### src/rtl/mode_power_pkg.sv
// Shared types and constants for the multi-channel mode/power controller.
// Ramp state, default sizing and width helpers.
package mode_power_pkg;

  typedef enum logic [1:0] {
    SETTLED = 2'd0,
    UP      = 2'd1,
    DOWN    = 2'd2
  } ramp_state_e;

  localparam int DEF_NUM_CH   = 4;
  localparam int DEF_PWR_W    = 4;
  localparam int DEF_RAMP_DIV = 4;

  function automatic int ch_width(input int n);
    return (n > 1) ? $clog2(n) : 1;
  endfunction

  function automatic int presc_width(input int div);
    return (div > 1) ? $clog2(div) : 1;
  endfunction

endpackage

### src/rtl/mode_power_channel.sv
// One channel: mode bit, target, slew-limited power and ramp FSM.
// Power moves one step per RAMP_DIV cycles toward the target.
module mode_power_channel
  import mode_power_pkg::*;
#(
  parameter int PWR_W    = DEF_PWR_W,
  parameter int RAMP_DIV = DEF_RAMP_DIV
) (
  input  logic             clk,
  input  logic             rst,
  input  logic             apply,
  input  logic             cfg_mode,
  input  logic [PWR_W-1:0] cfg_power,
  output logic             mode,
  output logic [PWR_W-1:0] power,
  output logic             settled
);

  localparam int PS_W = presc_width(RAMP_DIV);
  localparam logic [PS_W-1:0] PS_TC = PS_W'(RAMP_DIV - 1);

  ramp_state_e      state_q, state_d;
  logic             mode_q, mode_d;
  logic [PWR_W-1:0] target_q, target_d;
  logic [PWR_W-1:0] power_q, power_d;
  logic [PS_W-1:0]  presc_q, presc_d;
  logic             tc;

  assign tc = (presc_q == PS_TC);

  always_ff @(posedge clk or posedge rst) begin
    if (rst) begin
      state_q  <= SETTLED;
      mode_q   <= 1'b0;
      target_q <= '0;
      power_q  <= '0;
      presc_q  <= '0;
    end else begin
      state_q  <= state_d;
      mode_q   <= mode_d;
      target_q <= target_d;
      power_q  <= power_d;
      presc_q  <= presc_d;
    end
  end

  always_comb begin
    state_d  = state_q;
    mode_d   = mode_q;
    target_d = target_q;
    power_d  = power_q;
    presc_d  = presc_q;
    if (apply) begin
      mode_d   = cfg_mode;
      target_d = cfg_mode ? cfg_power : '0;
      presc_d  = '0;
    end else begin
      unique case (state_q)
        UP: begin
          if (tc) begin
            power_d = power_q + 1'b1;
            presc_d = '0;
          end else begin
            presc_d = presc_q + 1'b1;
          end
        end
        DOWN: begin
          if (tc) begin
            power_d = power_q - 1'b1;
            presc_d = '0;
          end else begin
            presc_d = presc_q + 1'b1;
          end
        end
        default: presc_d = '0;
      endcase
    end
    // direction is re-decided from the values landing this edge
    unique case (1'b1)
      (power_d == target_d): state_d = SETTLED;
      (power_d < target_d):  state_d = UP;
      default:               state_d = DOWN;
    endcase
  end

  assign mode    = mode_q;
  assign power   = power_q;
  assign settled = (state_q == SETTLED);

endmodule

### src/rtl/mode_power_ctrl.sv
// Multi-channel mode/power controller: one-deep config buffer,
// channel decode, error pulse and packing of per-channel outputs.
module mode_power_ctrl
  import mode_power_pkg::*;
#(
  parameter int NUM_CH   = DEF_NUM_CH,
  parameter int PWR_W    = DEF_PWR_W,
  parameter int RAMP_DIV = DEF_RAMP_DIV,
  localparam int CH_W    = ch_width(NUM_CH)
) (
  input  logic                    clk,
  input  logic                    rst,
  input  logic                    conf_valid,
  output logic                    conf_ready,
  input  logic [CH_W-1:0]         conf_ch,
  input  logic                    conf_mode,
  input  logic [PWR_W-1:0]        conf_power,
  output logic [NUM_CH*PWR_W-1:0] chs_power,
  output logic [NUM_CH-1:0]       chs_mode,
  output logic [NUM_CH-1:0]       chs_settled,
  output logic                    conf_err
);

  logic             pend_valid;
  logic [CH_W-1:0]  pend_ch;
  logic             pend_mode;
  logic [PWR_W-1:0] pend_power;
  logic             accept;
  logic             pend_bad;

  assign conf_ready = !pend_valid;
  assign accept     = conf_valid && conf_ready;
  assign pend_bad   = (32'(pend_ch) >= NUM_CH);

  // accept only happens when empty, so a full buffer always drains
  always_ff @(posedge clk or posedge rst) begin
    if (rst) begin
      pend_valid <= 1'b0;
      pend_ch    <= '0;
      pend_mode  <= 1'b0;
      pend_power <= '0;
      conf_err   <= 1'b0;
    end else begin
      pend_valid <= accept;
      conf_err   <= pend_valid && pend_bad;
      if (accept) begin
        pend_ch    <= conf_ch;
        pend_mode  <= conf_mode;
        pend_power <= conf_power;
      end
    end
  end

  for (genvar i = 0; i < NUM_CH; i++) begin : g_ch
    logic apply;

    assign apply = pend_valid && (32'(pend_ch) == i);

    mode_power_channel #(
      .PWR_W    (PWR_W),
      .RAMP_DIV (RAMP_DIV)
    ) u_ch (
      .clk       (clk),
      .rst       (rst),
      .apply     (apply),
      .cfg_mode  (pend_mode),
      .cfg_power (pend_power),
      .mode      (chs_mode[i]),
      .power     (chs_power[i*PWR_W +: PWR_W]),
      .settled   (chs_settled[i])
    );
  end

endmodule
### config.mk
export PLATFORM = sky130hd
export DESIGN_NAME = mode_power_ctrl
export DESIGN_NICKNAME = d
export VERILOG_FILES = /design/src/rtl/mode_power_pkg.sv /design/src/rtl/mode_power_channel.sv /design/src/rtl/mode_power_ctrl.sv
export SDC_FILE = /design/constraint.sdc
export NUM_CORES = 1
export LEC_CHECK = 0
export BUFFER_PORTS_ARGS = -buffer_cell sky130_fd_sc_hd__buf_2
export CAP_MARGIN = 20
export CORE_ASPECT_RATIO = 0.5
export CORE_MARGIN = 1.5
export CORE_UTILIZATION = 45
export CTS_BUF_LIST = sky130_fd_sc_hd__clkbuf_2
export CTS_CLUSTER_DIAMETER = 200
export DETAILED_ROUTE_END_ITERATION = 6
export GPL_TIMING_DRIVEN = 0
export PLACE_DENSITY = 0.61
export SLEW_MARGIN = 30
export SYNTH_ARGS = -nofsm -noshare
export SYNTH_HDL_FRONTEND = slang
export SYNTH_SLANG_ARGS = --single-unit
### constraint.sdc
create_clock -name clk -period 2.95 [get_ports clk]
set_input_delay 0.59 -clock clk [delete_from_list [all_inputs] [get_ports clk]]
set_output_delay 0.59 -clock clk [all_outputs]
set_load 0.02 [all_outputs]
# --- Word level (Yosys, flattened, before mapping) ---
# Cells that the tools add are included.
# Widths: inputs -> output; s select.
op_classes:
  mux: 37
  n_reduce_logical: 15
  n_eq_ne: 19
  magnitude_cmp: 4
  n_addsub: 12
op_table:
  columns: ["cell", "n"]
  rows:
  - ["$mux 4", 17]
  - ["$pmux 4 s2", 4]
  - ["$mux 2", 12]
  - ["$eq 2x2->1 const B", 10]
  - ["$add 4x1->4 const B", 4]
  - ["$eq 4x4->1", 4]
  - ["$lt 4x4->1", 4]
  - ["$pmux 2 s2", 4]
  - ["$sub 4x1->4 const B", 4]
  - ["$eq 2x1->1 const B", 5]
  - ["$logic_not 2->1", 5]
  - ["$add 2x1->2 const B", 4]
  - ["$reduce_or 2->1", 4]
  - ["$logic_and 1x1->1", 5]
  - ["$logic_not 1->1", 1]
word_totals:
  wordCells: 111
  output_inout_bits: 26
  inputBits: 10
  regBits: 60

# --- Longest topological paths before layout ---
# Gate-level depths: netlist of run 1.
depth:
  word_depth: 6
  depth_mapped: 9
  ltp_nobuf: 9

# --- By module ---
# From an unflattened synthesis of run 1, not the netlist that was laid out.
unflattened:
  hier_cells: 350
  area_unflattened_um2: 3611.0
modules_own_cells:
  columns: ["mod", "instances", "cells_each", "area_per_inst_um2"]
  rows:
  - ["mode_power_channel", 4, 81, 810.8]
  - ["mode_power_ctrl", 1, 26, 367.9]

# --- Least setup slack after synthesis of run 1 ---
# OpenSTA, ideal clock, no wires.
synth_path:
  kind: "reg-to-reg"
  startpoint: "register pend_ch[0]"
  endpoint: "register g_ch[0].u_ch.state_q[0]"
  setup_slack_ns: 0.791
  arrival_ns: 2.040
  setup_ns: 0.119
  path_stages_with_launch: 9
  t_required_ns: 2.831
  path_cell_list: "dfrtp_1 or3b_1 buf_2 and4_4 a2111o_1 ha_1 nand2_1 o21bai_1 and2_1"
synth_between:
  elab_chain_cells: 5
synth_lines:
  columns: ["item", "line", "text"]
  rows:
  - ["from (decl)", "mode_power_ctrl.sv:25", "logic [CH_W-1:0] pend_ch;"]
  - ["from (signal assigned)", "mode_power_ctrl.sv:47", "pend_ch <= conf_ch;"]
  - ["$logic_not 2->1 *", "mode_power_ctrl.sv:57", "assign apply = pend_valid && (32'(pend_ch) == i);"]
  - ["$logic_and 1x1->1 *", "mode_power_ctrl.sv:57", null]
  - ["$mux 4 *", "mode_power_channel.sv:53", "if (apply) begin"]
  - ["named net g_ch[0].u_ch.power_d[3]", "mode_power_channel.sv:25", "logic [PWR_W-1:0] power_q, power_d;"]
  - ["$lt 4x4->1 / $eq 4x4->1 (equally long branches)", "mode_power_channel.sv:81, mode_power_channel.sv:80", null]
  - ["$pmux 2 s2 *", "mode_power_channel.sv:79", "unique case (1'b1)"]
  - ["named net g_ch[0].u_ch.state_d[0]", "mode_power_channel.sv:22", "ramp_state_e state_q, state_d;"]
  - ["to (signal assigned)", "mode_power_channel.sv:39", "state_q <= state_d;"]
  - ["to (decl)", "mode_power_channel.sv:22", null]
# The timed path passes the listed nets; every way through them passes the cells marked *.
# A chain may end at the register's enable or synchronous reset.

# --- Worst setup path after layout of run 1 ---
layout_path:
  startpoint: "register g_ch[2].u_ch.presc_q[0]"
  endpoint: "register g_ch[2].u_ch.state_q[0]"
layout_between:
  elab_chain_cells: 6
layout_lines:
  columns: ["item", "line", "text"]
  rows:
  - ["from (decl)", "mode_power_channel.sv:26", "logic [PS_W-1:0] presc_q, presc_d;"]
  - ["from (signal assigned)", "mode_power_channel.sv:43", "presc_q <= presc_d;"]
  - ["$eq 2x2->1 *", "mode_power_channel.sv:29", "assign tc = (presc_q == PS_TC);"]
  - ["$mux 4, on equally long branches", "mode_power_channel.sv:68, mode_power_channel.sv:60", null]
  - ["$pmux 4 s2 *", "mode_power_channel.sv:58", "unique case (state_q)"]
  - ["$mux 4 *", "mode_power_channel.sv:53", null]
  - ["named net g_ch[2].u_ch.power_d[3]", "mode_power_channel.sv:25", null]
  - ["$lt 4x4->1 / $eq 4x4->1 (equally long branches)", "mode_power_channel.sv:81, mode_power_channel.sv:80", null]
  - ["$pmux 2 s2 *", "mode_power_channel.sv:79", null]
  - ["named net g_ch[2].u_ch.state_d[0]", "mode_power_channel.sv:22", null]
  - ["to (signal assigned)", "mode_power_channel.sv:39", null]
  - ["to (decl)", "mode_power_channel.sv:22", null]
# Marks and branches as above.

==> results.yml, run 1 <==
logic_synthesis:
  synth_seq_area_share_pct: 42.1
  ys_warn_count: 0
  syn-cell-area_mm2: 0.00357
  synthTopCellsByArea: "dfrtp_1, ha_1, nand2_1"
  yosysTopAreaCellShare_pct: 42.1
  syn_avg_cell_area_um2: 10.1
  synth-edff-count: 0
  yosys.area.top_type: "dfrtp_1"
  syn-num-nets: 402
  ys_seq_elements: 60
  synthFlopType: "dfrtp_1"
  yosysMostFrequentCell: "dfrtp_1"
  syn-instance-count: 352
  async_reset_ff_share_pct: 100
  synth_common_cells: "dfrtp_1, nand2_1, ha_1, inv_1, o21ai_0"
  synthDistinctLibCells: 46
route:
  drt_iter0_markers: 133
  routed_wl_um: 7140
  drc: 0
  avgRoutedWirePerCell_um: 14.0
  viasPerCell: 5.34
  dr.pass1.iters: 4
  vias: 2728
  ant_nets: 0
critical_path:
  worst-r2r-cell-count: 9
  end_kind: "register"
  cp_data_required_time_ps: 3340
  r2r-start: "g_ch[2].u_ch.presc_q[0]"
  worstPathMaxFanout: 9
  crit_arrival_ps: 2880
  path_class: "reg2reg"
  critPathLaunchType: "register"
  reg2reg_slack_ps: 460
  r2r_end: "g_ch[2].u_ch.state_q[0]"
clock_network:
  cts.clk_slew.worst_paths_ps: 180
  clock_latency_ps: 470
  clockRootBuffer: "clkbuf_2"
  htree_levels: 3
  cts_sinks: 60
  cts_tree: "yes"
  hold_buffers: 0
  cts_buffers: 9
  postCtsSetupRepairBufs: 0
  clock_tree.buffer_depth: 2
  cts_resized: 0
cells_and_area:
  drive_gt1_share_pct: 17.6
  diodes: 0
  syn_to_final_growth_pct: 12.1
  finish.utilization_pct: 53.4
  design_area_mm2: 0.00400
  final_net_count: 448
placed_design:
  place_area_mm2: 0.00389
  place.gp.congestion: 0.898
  place_hpwl_um: 5200
  io_buffers: 34
timing:
  holdWs_ps: 66.9
  timing.fmax_ghz: 0.402
  clock_skew_ps: 30.2
  min_period_ps: 2490
  rsz0062_at_grt: "no"
  hold_viol: 0
  setup_tns_ps: 0
  post-route-period-util_pct: 84.4
  final_max_slew_viol_count: 0
  setup_violations: 0
grt:
  grtUsageTotal_pct: 18.6
  grt_overflow: 0
  grt_start_max_net_pins: 36
  grt_pass1_wl_um: 12300
  antenna_found_initial: 0
  grt_pass1_vias: 2662
power:
  power.density_mw_per_mm2: 1040
  ir_drop_mv: 0.403
  total_power_uw: 4140
  p_leak_uw: 0.00195
floorplanning:
  core_mm2: 0.00749
  initial_core_util_pct: 47.6
  fp.dieH_um: 65.9
  dieArea_mm2: 0.00850
  io_pins: 36
  rows: 22
  die_width_um: 129
run_status:
  status: "completed"
job:
  max_cap_viol_count: 0
hold_path:
  hold_path.class: "in2async"
## metal layers
metal  GRT usage, %  up-vias  part of all wire, %
met5              0        -                    0
met3           4.61        4                  4.0
met4           6.18        0                 0.41
li1               -     1357                    -
met2           30.8       48                   46
met1           24.1     1319                   50
## final cells by class
class,instances,area (µm²)
buffer,20,110
fill,700,3490
clock buffer,9,45.0
inverter,20,77.6
multi-input combinational,252,1880
timing repair buffer,35,190
sequential,60,1500
clock inverter,7,57.6
tap,108,135
## registers in the layout, summed over array words and instances, names as in the netlist
register	flops
g_ch.u_ch.power	16
pend_power	4
g_ch.u_ch.presc_q	8
pend_mode	1
g_ch.u_ch.mode	4
g_ch.u_ch.target_q	16
g_ch.u_ch.state_q	8
pend_valid	1
pend_ch	2
## power breakdown
part | internal [µW] | leakage, µW | switching [µW]
combinational | 1040 | 0.00112 | 1260
sequential | 1130 | 0.000768 | 219
clock | 184 | 0.0000618 | 303
## through the flow
| stage | worst slack [ps] | cells |
|---|---|---|
| 2_1_floorplan | 791 | 352 |
| 3_3_place_gp | 146 | 494 |
| 3_5_place_dp | 458 | 495 |
| 4_1_cts | 432 | 511 |
| 5_1_grt | 251 | 511 |
| 6_report | 461 | 511 |
## cells in the final DEF (no fill, tap or decap), drive strengths merged, types with 7 or more instances in the layout
cell type,netlist,final
dfrtp,60,60
buf,11,46
nand2,43,43
ha,40,40
inv,20,20
clkbuf,9,18
o21ai,16,16
nor2b,14,14
o21a,12,12
a21oi,10,10
mux2,10,10
and4,8,8
nor2,7,7
## worst max-delay path, cell delays in order, from the launching register on
cell and delay, ps:
dfrtp_1 390, ha_1 140, clkbuf_1 270, nor4b_1 440, o22ai_1 160, nand4bb_1 260
ha_1 340, nand2_1 80, o21bai_1 170, and2_1 150
## worst max path at each step
stage,start,to,slack (ps),cells past startpoint
2_1_floorplan,pend_ch[0],g_ch[0].u_ch.state_q[0],790,8
3_3_place_gp,rst,g_ch[2].u_ch.state_q[1],150,2
3_5_place_dp,g_ch[2].u_ch.presc_q[0],g_ch[2].u_ch.state_q[0],460,9
4_1_cts,g_ch[2].u_ch.presc_q[0],g_ch[2].u_ch.state_q[0],430,9
5_1_grt,g_ch[2].u_ch.presc_q[0],g_ch[2].u_ch.state_q[0],250,9
6_report,g_ch[2].u_ch.presc_q[0],g_ch[2].u_ch.state_q[0],460,9
## cells by family after synthesis
| logic type | Yosys count | share of synthesized area [%] |
|---|---|---|
| flops | 60 | 42.1 |
| compound gates | 84 | 16.6 |
| simple gates | 113 | 17.7 |
| fa+ha+maj | 40 | 14.0 |
| mux | 14 | 4.28 |
| buf+inv | 40 | 5.19 |
| other cells | 1 | 0.105 |
No activity file was read; power rests on OpenSTA's default activity.
==> run 2: changes to the inputs <==
- ABC_AREA: unset -> 1
- clock period: 2.95 -> 2.6 ns (I/O delays scaled with it)
==> results.yml, run 2 <==
timing:
  hold_viol: 0
  min_period_ps: 2160
  clock_skew_ps: 19.8
  rsz0062_at_grt: "no"
  timing.fmax_ghz: 0.463
  setup_tns_ps: 0
  holdWs_ps: 231
  final_max_slew_viol_count: 0
  post-route-period-util_pct: 83.1
  setup_violations: 0
placed_design:
  dp.cells: 578
  io_buffers: 34
  place.gp.congestion: 0.799
  place_hpwl_um: 4820
critical_path:
  cpMostUsedCell: "inv_1"
  path_cells: "inv_1 > ha_1 > or2_2 > a21oi_2 > nand2_1 > nand2_1 > inv_1 > ha_1 > inv_1 > nor2_1 > o21bai_1 > and3_1 > nor2_1"
  cp_data_required_time_ps: 3000
  cp_slowest_stage_delay_ps: 380
  r2r_end: "g_ch[2].u_ch.state_q[1]"
  end_kind: "register"
  r2r-start: "g_ch[2].u_ch.state_q[0]"
  path_class: "reg2reg"
  worstPathMaxFanout: 4
  critPathLaunchType: "register"
  crit_arrival_ps: 2560
  crit_slowest_cell: "dfrtp_1"
  reg2reg_slack_ps: 440
  worst-r2r-cell-count: 13
  setup.worst_path.start: "g_ch[2].u_ch.state_q[0]"
floorplanning:
  initial_core_util_pct: 47.4
  dieArea_mm2: 0.00847
  rows: 22
  core_mm2: 0.00749
  die_width_um: 129
  fp.dieH_um: 65.8
  io_pins: 36
logic_synthesis:
  synthDistinctLibCells: 26
  synth-edff-count: 0
  synth_common_cells: "nand2_1, inv_1, dfrtp_1, ha_1"
  ys_seq_elements: 60
  yosysTopAreaCellShare_pct: 42.3
  syn-num-nets: 485
  yosys.area.top_type: "dfrtp_1"
  async_reset_ff_share_pct: 100
  syn-instance-count: 435
  syn-cell-area_mm2: 0.00355
  synthTopCellsByArea: "dfrtp_1, ha_1, nand2_1"
  synthFlopType: "dfrtp_1"
  synth_seq_area_share_pct: 42.3
  yosysMostFrequentCell: "nand2_1"
  syn_avg_cell_area_um2: 8.17
  ys_warn_count: 0
hold_path:
  hold_start: "conf_power[3]"
  min_to: "pend_power[3]"
  hold_path.class: "in2reg"
  holdPathStages: 3
cells_and_area:
  drive_gt1_share_pct: 18.9
  final_common_cell: "nand2_1"
  final_net_count: 532
  diodes: 0
  syn_to_final_growth_pct: 11.5
  fin_cells: 594
  final_cell_mix: "nand2_1, inv_1, dfrtp_1"
clock_network:
  cts_sinks: 60
  cts_buffers: 9
  htree_levels: 3
  cts_tree: "yes"
  clockRootBuffer: "clkbuf_2"
  clock_tree.buffer_depth: 2
  cts.clk_slew.worst_paths_ps: 150
  clock_latency_ps: 500
  postCtsSetupRepairBufs: 0
power:
  p_leak_uw: 0.00215
  total_power_uw: 4630
  power.density_mw_per_mm2: 1170
  ir_drop_mv: 0.482
grt:
  antenna_found_initial: 0
  grt_start_max_net_pins: 43
  grt_pass1_vias: 2509
  grt_pass1_wl_um: 11400
  grtUsageTotal_pct: 17.7
  grt_overflow: 0
job:
  max_cap_viol_count: 0
route:
  viasPerCell: 4.62
  avgRoutedWirePerCell_um: 10.9
  dr.pass1.iters: 4
  drc: 0
  vias: 2745
  drt_iter0_markers: 152
  ant_nets: 0
  routed_wl_um: 6480
run_status:
  status: "completed"
run 2: changes by cell type in the layout (fill, tap and decap cells not counted), moves of 9 or more:
cell / previous run / this run
nand2_1: 43 / 103
nor2_1: 7 / 30
o21ai_0: 15 / 24
nor2b_1: 14 / 0
mux2_2: 10 / 0
clkbuf_1: 9 / 0
o21a_1: 12 / 0
o21ai_2: 0 / 16
nand3_1: 1 / 30
inv_1: 19 / 74
run 2: final cells by class:
type                            count  area, µm²
Inverter                           80        303
Timing Repair Buffer               36        200
Multi-Input combinational cell    281       1650
Sequential cell                    60       1500
Clock inverter                      5       20.0
Fill cell                         779       3530
Clock buffer                       10       50.0
Buffer                             14        100
Tap cell                          108        135
run 2: routing by layer:
| layer | vias up | track usage [%] | share of wire [%] |
|---|---|---|---|
| met4 | 0 | 5.06 | 1.1 |
| met1 | 1247 | 23.8 | 52 |
| met2 | 33 | 26.5 | 43 |
| met3 | 9 | 6.96 | 4.1 |
| met5 | - | 0 | 0 |
| li1 | 1456 | - | - |
run 2: cell families (layout without fill, tap and decap cells):
kind of cell	Yosys count	in the layout	synth area share [%]
other	1	1	0.106
AND/OR/NAND/NOR	180	180	21.1
flip-flops	60	60	42.3
adder cells (fa/ha/maj)	40	40	14.1
multiplexers	1	1	0.282
AO/OA/AOI/OAI	59	59	10.9
buffers and inverters	94	145	11.3
run 2: per-stage QoR:
step / cell area, µm² / setup slack (ps) / utilization, %
5_1_grt: 3960 / 278 / 52.9
6_report: 3960 / 439 / 52.9
2_1_floorplan: 3550 / 595 / -
3_5_place_dp: 3880 / 464 / 51.8
4_1_cts: 3960 / 437 / 52.9
3_3_place_gp: 3860 / -179 / 51.5
run 2: critical path: cells and delay by family (launching register included):
family / cells / cell delay (ps)
compound gates: 2 / 300
fa+ha+maj: 2 / 530
buf+inv: 3 / 170
flops: 1 / 380
simple gates: 6 / 690
run 2: worst max-delay path by stage:
stage / endpoint / slack (ps) / depth (start not counted)
floorplan: g_ch[0].u_ch.mode / 600 / 1
global route: g_ch[2].u_ch.state_q[1] / 280 / 13
global placement: g_ch[0].u_ch.power[2] / -180 / 2
detailed placement: g_ch[2].u_ch.state_q[1] / 460 / 13
finish: g_ch[2].u_ch.state_q[1] / 440 / 13
CTS: g_ch[2].u_ch.state_q[1] / 440 / 13
run 2: report_power, final:
group	leakage (µW)	internal [µW]	total (µW)	switching, µW
Sequential	0.000773	1260	1510	243
Clock	0.0000517	111	426	315
Combinational	0.00133	1070	2690	1620
Total	0.00215	2450	4630	2180
run 2: what timing repair did:
| item | CTS | global route |
|---|---|---|
| hold endpoints to repair | 18 | 0 |
| gates resized for setup | 0 | 0 |
| hold buffers | 1 | 0 |
==> run 3: changes to the inputs <==
- PLACE_DENSITY: 0.61 -> 0.63
- clock period: 2.6 -> 1.95 ns (I/O delays scaled with it)
==> results.yml, run 3 (synthesis results as in run 2) <==
run_status:
  status: "finished with violations"
  violations: "negative setup slack"
power:
  swShare_pct: 46.2
  clkPwrFrac_pct: 7.6
  ir_drop_mv: 0.849
  power.density_mw_per_mm2: 1690
  p_sw_uw: 3680
  p_comb_share_pct: 66.6
  p_leak_uw: 0.00233
  power_frac_seq_pct: 25.8
  internal-power_uw: 4290
route:
  avgRoutedWirePerCell_um: 12.2
  routed_wl_um: 7670
  drc: 0
  vias: 2936
  dr.pass1.iters: 4
  viasPerCell: 4.67
  ant_nets: 0
  drt_iter0_markers: 121
cells_and_area:
  final_net_count: 566
  syn_to_final_growth_pct: 32.6
  final_common_cell: "nand2_1"
  fin_cells: 629
  drive_gt1_share_pct: 40.3
  final_cell_mix: "nand2_1, dfrtp_1, inv_1"
  finish.utilization_pct: 62.9
  diodes: 0
placed_design:
  place_hpwl_um: 4940
  place.gp.congestion: 0.786
  dp.cells: 578
  io_buffers: 34
hold_path:
  hold_path.class: "in2reg"
timing:
  holdWs_ps: 98.4
  post-route-period-util_pct: 103
  hold_viol: 0
  rsz0062_at_grt: "yes"
  min_period_ps: 2000
  clock_skew_ps: 35.3
  fin_ws_ps: -54.6
  timing.fmax_ghz: 0.499
  setup_violations: 3
  final_max_slew_viol_count: 0
grt:
  grt_start_max_net_pins: 40
  grtUsageTotal_pct: 19.1
  antenna_found_initial: 0
  grt_overflow: 0
  grt_pass1_wl_um: 12500
  grt_pass1_vias: 2748
floorplanning:
  io_pins: 36
  fp.dieH_um: 65.8
  die_width_um: 129
  core_mm2: 0.00749
  dieArea_mm2: 0.00847
  initial_core_util_pct: 47.4
  rows: 22
critical_path:
  timing.critical_path.buf_inv: 4
  critPathLaunchType: "register"
  cp_data_required_time_ps: 2350
  cp_slowest_stage_delay_ps: 410
  path_cells: "buf_4 > ha_4 > or2_4 > a21oi_4 > buf_6 > buf_4 > o22ai_4 > inv_2 > ha_4 > nor2_2 > o21bai_1 > and3_1 > nor2_1"
  crit_arrival_ps: 2410
  worstPathMaxFanout: 2
  crit_slowest_cell: "dfrtp_1"
  end_kind: "register"
  path_class: "reg2reg"
  crit_family: "simple AND/OR/NAND/NOR gates"
clock_network:
  clockRootBuffer: "clkbuf_2"
  cts_tree: "yes"
  cts_sinks: 60
  cts.clk_slew.worst_paths_ps: 170
  clock_tree.buffer_depth: 2
  clock_latency_ps: 490
  cts_buffers: 9
  htree_levels: 3
job:
  max_cap_viol_count: 0
## run 3: final timing paths
kind | cells after the start | to | start | slack, ps
max in group asynchronous | 4 | g_ch[3].u_ch.power[1] | rst | 1050
min reg2reg | 2 | g_ch[1].u_ch.target_q[3] | g_ch[1].u_ch.target_q[3] | 490
min | 3 | pend_power[0] | conf_power[0] | 100
min in group asynchronous | 3 | g_ch[2].u_ch.mode | rst | 380
max reg2reg | 13 | g_ch[2].u_ch.state_q[1] | g_ch[2].u_ch.state_q[0] | -50
max | 13 | g_ch[2].u_ch.state_q[1] | g_ch[2].u_ch.state_q[0] | -50
## run 3: what timing repair did
action | 4_1_cts | 5_1_grt
setup buffers | 22 | 13
hold endpoints to repair | 21 | 0
setup endpoints to repair | 8 | 9
pin swaps | 25 | 39
gates resized for setup | 50 | 69
hold buffers | 1 | 0
## run 3: cell type report
| cell class | instances | area, µm² |
|---|---|---|
| fill | 661 | 2780 |
| multi-input combinational | 281 | 2110 |
| sequential | 60 | 1510 |
| timing repair buffer | 70 | 463 |
| inverter | 80 | 318 |
| tap | 108 | 135 |
| buffer | 14 | 103 |
| clock buffer | 12 | 60.1 |
| clock inverter | 4 | 16.3 |
## run 3: through the flow
stage,setup slack [ps],instance area [µm²],power [µW],TNS (ps)
floorplan,-34.0,3550,4810,-51.4
global placement,-661,3860,5620,-39950
detailed placement,-169,3880,5670,-639
CTS,-56.8,4320,6980,-129
global route,-174,4710,8790,-930
finish,-54.6,4710,7970,-83.0
## run 3: metal layers
metal / vias to the layer above / wire length [µm] / global-route usage, %
met1: 1344 / 3680 / 25.0
met4: 0 / 63 / 5.48
met3: 8 / 290 / 5.42
li1: 1536 / - / -
met5: - / 0 / 0
met2: 48 / 3640 / 31.3
## run 3: worst min-delay path, delay by kind of cell
family / cells / cell delay, ps
buffers and inverters: 1 / 70
and+or+nand+nor: 2 / 90
## run 3: power by group through the flow
| stage | clock network, µW | registers (µW) | logic, µW |
|---|---|---|---|
| 2_1_floorplan | 0 | 2140 | 2680 |
| 3_3_place_gp | 0 | 2040 | 3580 |
| 3_5_place_dp | 0 | 2040 | 3640 |
| 4_1_cts | 626 | 2020 | 4340 |
| 5_1_grt | 689 | 2110 | 5990 |
| 6_report | 604 | 2060 | 5310 |
